<file path="config.mk">
export PLATFORM = sky130hd
export DESIGN_NAME = multicycle_control
export DESIGN_NICKNAME = d
export VERILOG_FILES = /design/src/rtl/multicycle_control.sv
export SDC_FILE = /design/constraint.sdc
export NUM_CORES = 1
export LEC_CHECK = 0
export BUFFER_PORTS_ARGS = -buffer_cell sky130_fd_sc_hd__buf_2
export CAP_MARGIN = 20
export CORE_AREA = 2 2 39 41
export DETAILED_ROUTE_END_ITERATION = 12
export DIE_AREA = 0 0 41 43
export GPL_TIMING_DRIVEN = 0
export HOLD_SLACK_MARGIN = 0.12
export PLACE_DENSITY = 0.83
export SYNTH_ARGS = -nofsm -noshare
export SYNTH_HDL_FRONTEND = slang
export SYNTH_SLANG_ARGS = --single-unit
</file>
<file path="constraint.sdc">
create_clock -name clk -period 3 [get_ports clk]
set_clock_uncertainty 0.15 [all_clocks]
set_input_delay 0.15 -clock clk [delete_from_list [all_inputs] [get_ports clk]]
set_output_delay 0.15 -clock clk [all_outputs]
set_load 0.01 [all_outputs]
</file>
<file path="src/rtl/multicycle_control.sv">
// Main control FSM for the multi-cycle MIPS datapath.
// Each instruction steps through fetch, decode, execute, memory and write-back,
// one state per clock. Memory states stall until MemReady is high.
// Outputs are decoded combinationally from the current state. In FETCH,
// IRWrite and PCWrite also depend on MemReady.
// Optional feature: define MULTICYCLE_ADDI_EN to add the addi path (states 10, 11).
// Without it, opcode 001000 is treated as unsupported.

module multicycle_control (
  input  logic       clk,
  input  logic       reset,
  input  logic [5:0] Opcode,
  input  logic       MemReady,
  output logic       PCWrite,
  output logic       PCWriteCond,
  output logic       IorD,
  output logic       MemRead,
  output logic       MemWrite,
  output logic       MemtoReg,
  output logic       IRWrite,
  output logic       ALUSrcA,
  output logic       RegWrite,
  output logic       RegDst,
  output logic [1:0] PCSource,
  output logic [1:0] ALUOp,
  output logic [1:0] ALUSrcB,
  output logic       Illegal,
  output logic [3:0] State
);

  // Opcode values recognised in DECODE
  localparam logic [5:0] OpRType = 6'b000000;
  localparam logic [5:0] OpLw    = 6'b100011;
  localparam logic [5:0] OpSw    = 6'b101011;
  localparam logic [5:0] OpBeq   = 6'b000100;
  localparam logic [5:0] OpJ     = 6'b000010;
  localparam logic [5:0] OpAddi  = 6'b001000;

  // ALUOp encodings
  localparam logic [1:0] AluAdd  = 2'b00;
  localparam logic [1:0] AluSub  = 2'b01;
  localparam logic [1:0] AluFunc = 2'b10;

  // ALUSrcB encodings
  localparam logic [1:0] SrcBReg    = 2'b00;
  localparam logic [1:0] SrcBFour   = 2'b01;
  localparam logic [1:0] SrcBImm    = 2'b10;
  localparam logic [1:0] SrcBImmSh2 = 2'b11;

  // PCSource encodings
  localparam logic [1:0] PcAluResult = 2'b00;
  localparam logic [1:0] PcAluOut    = 2'b01;
  localparam logic [1:0] PcJump      = 2'b10;

  // Without the addi feature, codes 10 and 11 are left undefined in the enum.
`ifdef MULTICYCLE_ADDI_EN
  typedef enum logic [3:0] {
    StFetch  = 4'd0,
    StDecode = 4'd1,
    StMemAdr = 4'd2,
    StMemRd  = 4'd3,
    StMemWb  = 4'd4,
    StMemWr  = 4'd5,
    StExec   = 4'd6,
    StRtWb   = 4'd7,
    StBranch = 4'd8,
    StJump   = 4'd9,
    StAddiEx = 4'd10,
    StAddiWb = 4'd11
  } state_e;
`else
  typedef enum logic [3:0] {
    StFetch  = 4'd0,
    StDecode = 4'd1,
    StMemAdr = 4'd2,
    StMemRd  = 4'd3,
    StMemWb  = 4'd4,
    StMemWr  = 4'd5,
    StExec   = 4'd6,
    StRtWb   = 4'd7,
    StBranch = 4'd8,
    StJump   = 4'd9
  } state_e;
`endif

  state_e r_state;
  // Remembers whether the memory instruction decoded is a store, since
  // Opcode is only valid during DECODE.
  logic   r_is_store;

  logic   w_op_lw;
  logic   w_op_sw;
  logic   w_op_rtype;
  logic   w_op_beq;
  logic   w_op_j;
  logic   w_op_addi;
  logic   w_op_supported;
  state_e w_decode_next;

  assign w_op_lw    = (Opcode == OpLw);
  assign w_op_sw    = (Opcode == OpSw);
  assign w_op_rtype = (Opcode == OpRType);
  assign w_op_beq   = (Opcode == OpBeq);
  assign w_op_j     = (Opcode == OpJ);
`ifdef MULTICYCLE_ADDI_EN
  assign w_op_addi  = (Opcode == OpAddi);
`else
  assign w_op_addi  = 1'b0;
`endif

  assign w_op_supported = w_op_lw | w_op_sw | w_op_rtype | w_op_beq | w_op_j | w_op_addi;

  // Select the DECODE successor state from the opcode class
  always_comb begin
    w_decode_next = StFetch;
    if (w_op_lw || w_op_sw) begin
      w_decode_next = StMemAdr;
    end else if (w_op_rtype) begin
      w_decode_next = StExec;
    end else if (w_op_beq) begin
      w_decode_next = StBranch;
    end else if (w_op_j) begin
      w_decode_next = StJump;
`ifdef MULTICYCLE_ADDI_EN
    end else if (w_op_addi) begin
      w_decode_next = StAddiEx;
`endif
    end
  end

  // State register and transition logic
  always_ff @(posedge clk or posedge reset) begin
    if (reset) begin
      r_state    <= StFetch;
      r_is_store <= 1'b0;
    end else begin
      case (r_state)
        StFetch: begin
          if (MemReady) r_state <= StDecode;
        end
        StDecode: begin
          r_is_store <= w_op_sw;
          r_state    <= w_decode_next;
        end
        StMemAdr: r_state <= r_is_store ? StMemWr : StMemRd;
        StMemRd: begin
          if (MemReady) r_state <= StMemWb;
        end
        StMemWb: r_state <= StFetch;
        StMemWr: begin
          if (MemReady) r_state <= StFetch;
        end
        StExec:   r_state <= StRtWb;
        StRtWb:   r_state <= StFetch;
        StBranch: r_state <= StFetch;
        StJump:   r_state <= StFetch;
`ifdef MULTICYCLE_ADDI_EN
        StAddiEx: r_state <= StAddiWb;
        StAddiWb: r_state <= StFetch;
`endif
        // Unreachable codes recover to FETCH
        default:  r_state <= StFetch;
      endcase
    end
  end

  // Decode the datapath controls from the current state
  always_comb begin
    PCWrite     = 1'b0;
    PCWriteCond = 1'b0;
    IorD        = 1'b0;
    MemRead     = 1'b0;
    MemWrite    = 1'b0;
    MemtoReg    = 1'b0;
    IRWrite     = 1'b0;
    ALUSrcA     = 1'b0;
    RegWrite    = 1'b0;
    RegDst      = 1'b0;
    PCSource    = PcAluResult;
    ALUOp       = AluAdd;
    ALUSrcB     = SrcBReg;
    Illegal     = 1'b0;
    case (r_state)
      StFetch: begin
        MemRead = 1'b1;
        ALUSrcB = SrcBFour;
        ALUOp   = AluAdd;
        // Writes fire only when the fetch completes. They are held off during
        // reset, because the state is forced to FETCH asynchronously.
        IRWrite = MemReady & ~reset;
        PCWrite = MemReady & ~reset;
      end
      StDecode: begin
        ALUSrcB = SrcBImmSh2;
        ALUOp   = AluAdd;
        Illegal = ~w_op_supported;
      end
      StMemAdr: begin
        ALUSrcA = 1'b1;
        ALUSrcB = SrcBImm;
      end
      StMemRd: begin
        MemRead = 1'b1;
        IorD    = 1'b1;
      end
      StMemWb: begin
        RegWrite = 1'b1;
        MemtoReg = 1'b1;
      end
      StMemWr: begin
        MemWrite = 1'b1;
        IorD     = 1'b1;
      end
      StExec: begin
        ALUSrcA = 1'b1;
        ALUOp   = AluFunc;
      end
      StRtWb: begin
        RegWrite = 1'b1;
        RegDst   = 1'b1;
      end
      StBranch: begin
        ALUSrcA     = 1'b1;
        ALUOp       = AluSub;
        PCWriteCond = 1'b1;
        PCSource    = PcAluOut;
      end
      StJump: begin
        PCWrite  = 1'b1;
        PCSource = PcJump;
      end
`ifdef MULTICYCLE_ADDI_EN
      StAddiEx: begin
        ALUSrcA = 1'b1;
        ALUSrcB = SrcBImm;
      end
      StAddiWb: begin
        RegWrite = 1'b1;
      end
`endif
      default: ;
    endcase
  end

  assign State = r_state;

endmodule
</file>
---- Yosys cells after proc, flatten, opt, wreduce, memory -nomap -nowiden ----
Cells that the tools add are included.
word-level totals
  register bits ........................... 5
  bits of input ports ..................... 9
  output and inout bits ................... 21
cells by class
  eq/ne operators ......................... 16
  muxes and demuxes ....................... 23
  bitwise logic cells ..................... 7
  reductions and logical operators ........ 8
operators with widths
  cell                  count
  $mux W4               7
  $pmux W4 S6           1
  $eq A4 B3 Y1 const B  4
  $eq A6 B6 Y1 const B  2
  $mux W1               10
  $eq A4 B2 Y1 const B  2
  $eq A4 B4 Y1 const B  2
  $pmux W2 S2           2
  $eq A6 B2 Y1 const B  1
  $eq A6 B3 Y1 const B  1
  $logic_not A6 Y1      1
  $ne A2 B2 Y1 const B  3
  $pmux W2 S3           1
  $reduce_or A2 Y1      3
  $eq A4 B1 Y1 const B  1
  $logic_not A4 Y1      1
  $or A1 B1 Y1          4
  $mux W3               1
  $reduce_and A3 Y1     1
  $reduce_or A3 Y1      1
  $not A1 Y1            2
  $pmux W1 S2           1
  $and A1 B1 Y1         1
  $logic_or A1 B1 Y1    1

---- Logic depth before layout (Yosys ltp) ----
  depth after elaboration ................. 7
  gate-level depth with buffers ........... 5
  depth with buffers taken out ............ 3

---- Worst setup path before layout ----
Ideal clock, no wire load.
  path kind ............................... reg-to-output
  start ................................... reg r_state[2] (netlist: State[2])
  end ..................................... out ALUOp[0]
  arrival time ............................ 1.410 ns
  required time ........................... 2.700 ns
  slack ................................... 1.290 ns
  stages on the path, launching flop included .. 6
  path buffers ............................ 3
  cells stage by stage .................... dfrtp_1 > buf_6 > buf_2 > nand2b_1 > nor3_1 > buf_4
between the ends
  word-level cells in the longest chain between the ends .. 2
RTL lines
  item                                          RTL line  source
  from (decl)                                   86        state_e r_state;
  from (signal assigned)                        134       r_state <= StFetch;
  from (signal assigned)                        139       if (MemReady) r_state <= StDecode;
  from (signal assigned)                        143       r_state <= w_decode_next;
  $eq A4 B4 Y1 or $eq A4 B3 Y1 (tied branches)  183       case (r_state)
  $pmux W2 S2 *                                 183
  to (decl)                                     25        output logic [1:0] ALUOp,
Mark *: on every way between the ends. The rest lies on a longest branch, timed or not.

---- Worst setup path after layout ----
  start ................................... reg r_state[1] (netlist: State[1])
  end ..................................... reg r_state[2] (netlist: State[2])
between the ends
  word-level cells in the longest chain between the ends .. 3
RTL lines
  item                                        RTL line  source
  $eq A4 B2 Y1, or another cell as far along  137       case (r_state)
  $ne A2 B2 Y1 (no source line)               -
  $reduce_and A3 Y1 (no source line)          -
Several ways; a longest one is shown, not always the timed one.
A chain may end at the register's enable or synchronous reset.

==> run metrics <==
first-pass GRT wire length 2410 um; Hold WC Path Type in2reg; combinational power share between 50 and 60%; Worst slew margin a little under three quarters; worst skew pair latency around 0.24 ns; ys flop type dfrtp_1; PortBufs 29; endpoint type of the worst setup path register; Net Count, Synth 80; final period utilization 70.9%; initial antenna violation count 0; Netlist cell types 34; CTS clock-pin slew for the worst setup and hold paths around 0.04 ns; worst flop-to-flop path startpoint State[1]; Starting Density between 40% and 50%; Hold Vio Cnt, Final 0; largest net degree at the start of global routing 11; H-tree levels 1; die area 1760 um2; min-delay src MemReady; post-route ant nets 0; most numerous cell in the Yosys netlist nor2_1; Net Sw Power 118 uW; DRT Pass-1 Iters 4; synth top area cells dfrtp_1 22%, nand2b_1 5.5%, nor3_1 5.3%, nor2_1 4.6%, nor4b_4 4.2%; Synth Cell Area ~570 um2; die height about 43 um; placer congestion estimate 0.723; Cells after Synth 71; final WL roughly 1600 um; Cell Int Power 199 uW; WL/cell roughly 12 um; yosys warns 0; die width 41 um; total CTS buffers 3; Final min period around 2.1 ns; endpoints failing setup 0; Power Density 383 nW/um2; Total Power around 320 uW; post-synth top area share 22.1%; Async S/R FF share, synth 100%; CTS Buffer Depth 2; CTS tree built; Post-CTS Resized 0; fmax roughly 470 MHz; share of the yosys chip area belonging to registers between 20 and 25%; max-slew violations 0; n_diodes 0; Tot GR Track Use approximately a fifth; Max-Cap Viols 0; Root Buffer clkbuf_4; DP HPWL between 1000 and 1500 um; core outline area ~1400 um2; Worst Tran Pin Value approximately 0.44 ns; Vias 680; Critical Path AT roughly 2.2 ns; Sw Share 37.1%; crit start category register; Leak 0.414 nW; Yosys reg bits 5; initial DRC count 9; Sequential Power Share between 20% and 30%; biggest area consumer among synthesized cells dfrtp_1; vias per inst 5.35; crit-path max FO 10; Post-synth EDFFs 0; Cell Rows 14; fraction of layout cells with a size suffix above 1 between 30 and 40%; Clock power frac between 20% and 30%; WP data required slightly above 3 ns; # IOs 30; top cells by count, synth 7 x nor2_1, 6 x nand2_1, 6 x nor3_1; Fin Setup TNS 0 ns; clk sinks 5; average size of a mapped cell roughly 8.0 um2; Crit Path Category reg2reg; Layout area overhead 46.2%; DRC 0; Final nets 121; outcome complete, no violations; Remaining Overflow, GRT 0; vias in the first global route between 500 and 600; unrepaired setup endpoints after global routing false; peak supply drop between 0.0002 and 0.00025 V; Worst setup startpoint State[1]
## power groups by stage
stage	registers [mW]	clock network, mW	logic [mW]
after floorplan	0.0813	0	0.104
after global placement	0.0799	0	0.150
after detailed placement	0.0803	0	0.154
after CTS	0.0794	0.0815	0.161
after global routing	0.0805	0.0816	0.178
final	0.0792	0.0770	0.161
## area by class of cell
cell class	count	area, um2
buffer	8	50.0
clock buffer	4	26.3
fill	139	557
inverter	1	3.75
multi-input combinational	57	387
sequential	5	125
tap	16	20.0
timing repair buffer	36	215
## logic make-up (layout without fill, tap and decap cells)
logic type | after synthesis | count (layout) | share of synthesized area, %
xor+xnor | 2 | 2 | 3.10
buf+inv | 9 | 49 | 9.51
simple gates | 40 | 40 | 46.2
compound gates | 15 | 15 | 19.0
flops | 5 | 5 | 22.1
## flip-flops by register name, summed over array words and instances, names as in the netlist
signal	count
State	4
r_is_store	1
## per-layer routing
layer | global-route usage (%) | part of all wire [%] | vias to the layer above
met3 | 1.57 | 6.9 | 3
met5 | 0 | 0 | -
li1 | - | - | 341
met1 | 22.3 | 40 | 301
met2 | 34.7 | 51 | 35
met4 | 12.0 | 2.0 | 0
## timing repair
| action | 4_1_cts | 5_1_grt |
|---|---|---|
| endpoints found under the hold margin | 9 | 0 |
| buffers inserted | 0 | 0 |
| hold buffers | 7 | 0 |
## through the flow
step                hold WS, ns  setup slack (ns)  instances  utilization (%)  cell area (um2)
finish                    0.149             0.874        127             59.8              827
global route              0.190             0.771        127             59.8              827
CTS                       0.135             0.892        127             59.8              827
detailed placement      -0.0643              1.28        116             52.8              731
global placement        -0.0680              1.31        116             52.8              731
floorplan                -0.216              1.29         71                -              566
## critical path, stage by stage, from the launching register on
cell,delay [ns]
dfrtp_1,0.40
buf_4,0.19
nor4b_4,0.35
nand2_1,0.15
o32ai_1,0.25
dlygate4sd3_1,0.58
## worst paths after layout
kind                              endpoint  slack, ns  depth (start not counted)
worst max register to register    State[2]       0.87                          5
worst min-delay path              State[0]       0.15                          4
worst max-delay path              State[2]       0.87                          5
worst min register to register    State[1]       0.49                          2
min in group asynchronous       r_is_store       0.25                          3
max in group asynchronous         State[2]       2.27                          3
## cells in the final DEF (no fill, tap or decap), types with 2 or more instances in the layout
cell           instances
a21oi_1                3
nand4b_1               2
dlygate4sd3_1          7
nor2_1                 7
clkbuf_4               3
nand2_1                6
buf_2                 33
o21ai_0                3
nor3_1                 6
buf_4                  2
clkbuf_1               2
dfrtp_1                5
nor3b_1                3
nand2b_1               5
o31ai_1                2
o32ai_1                2
No activity file was read; power rests on OpenSTA's default activity.
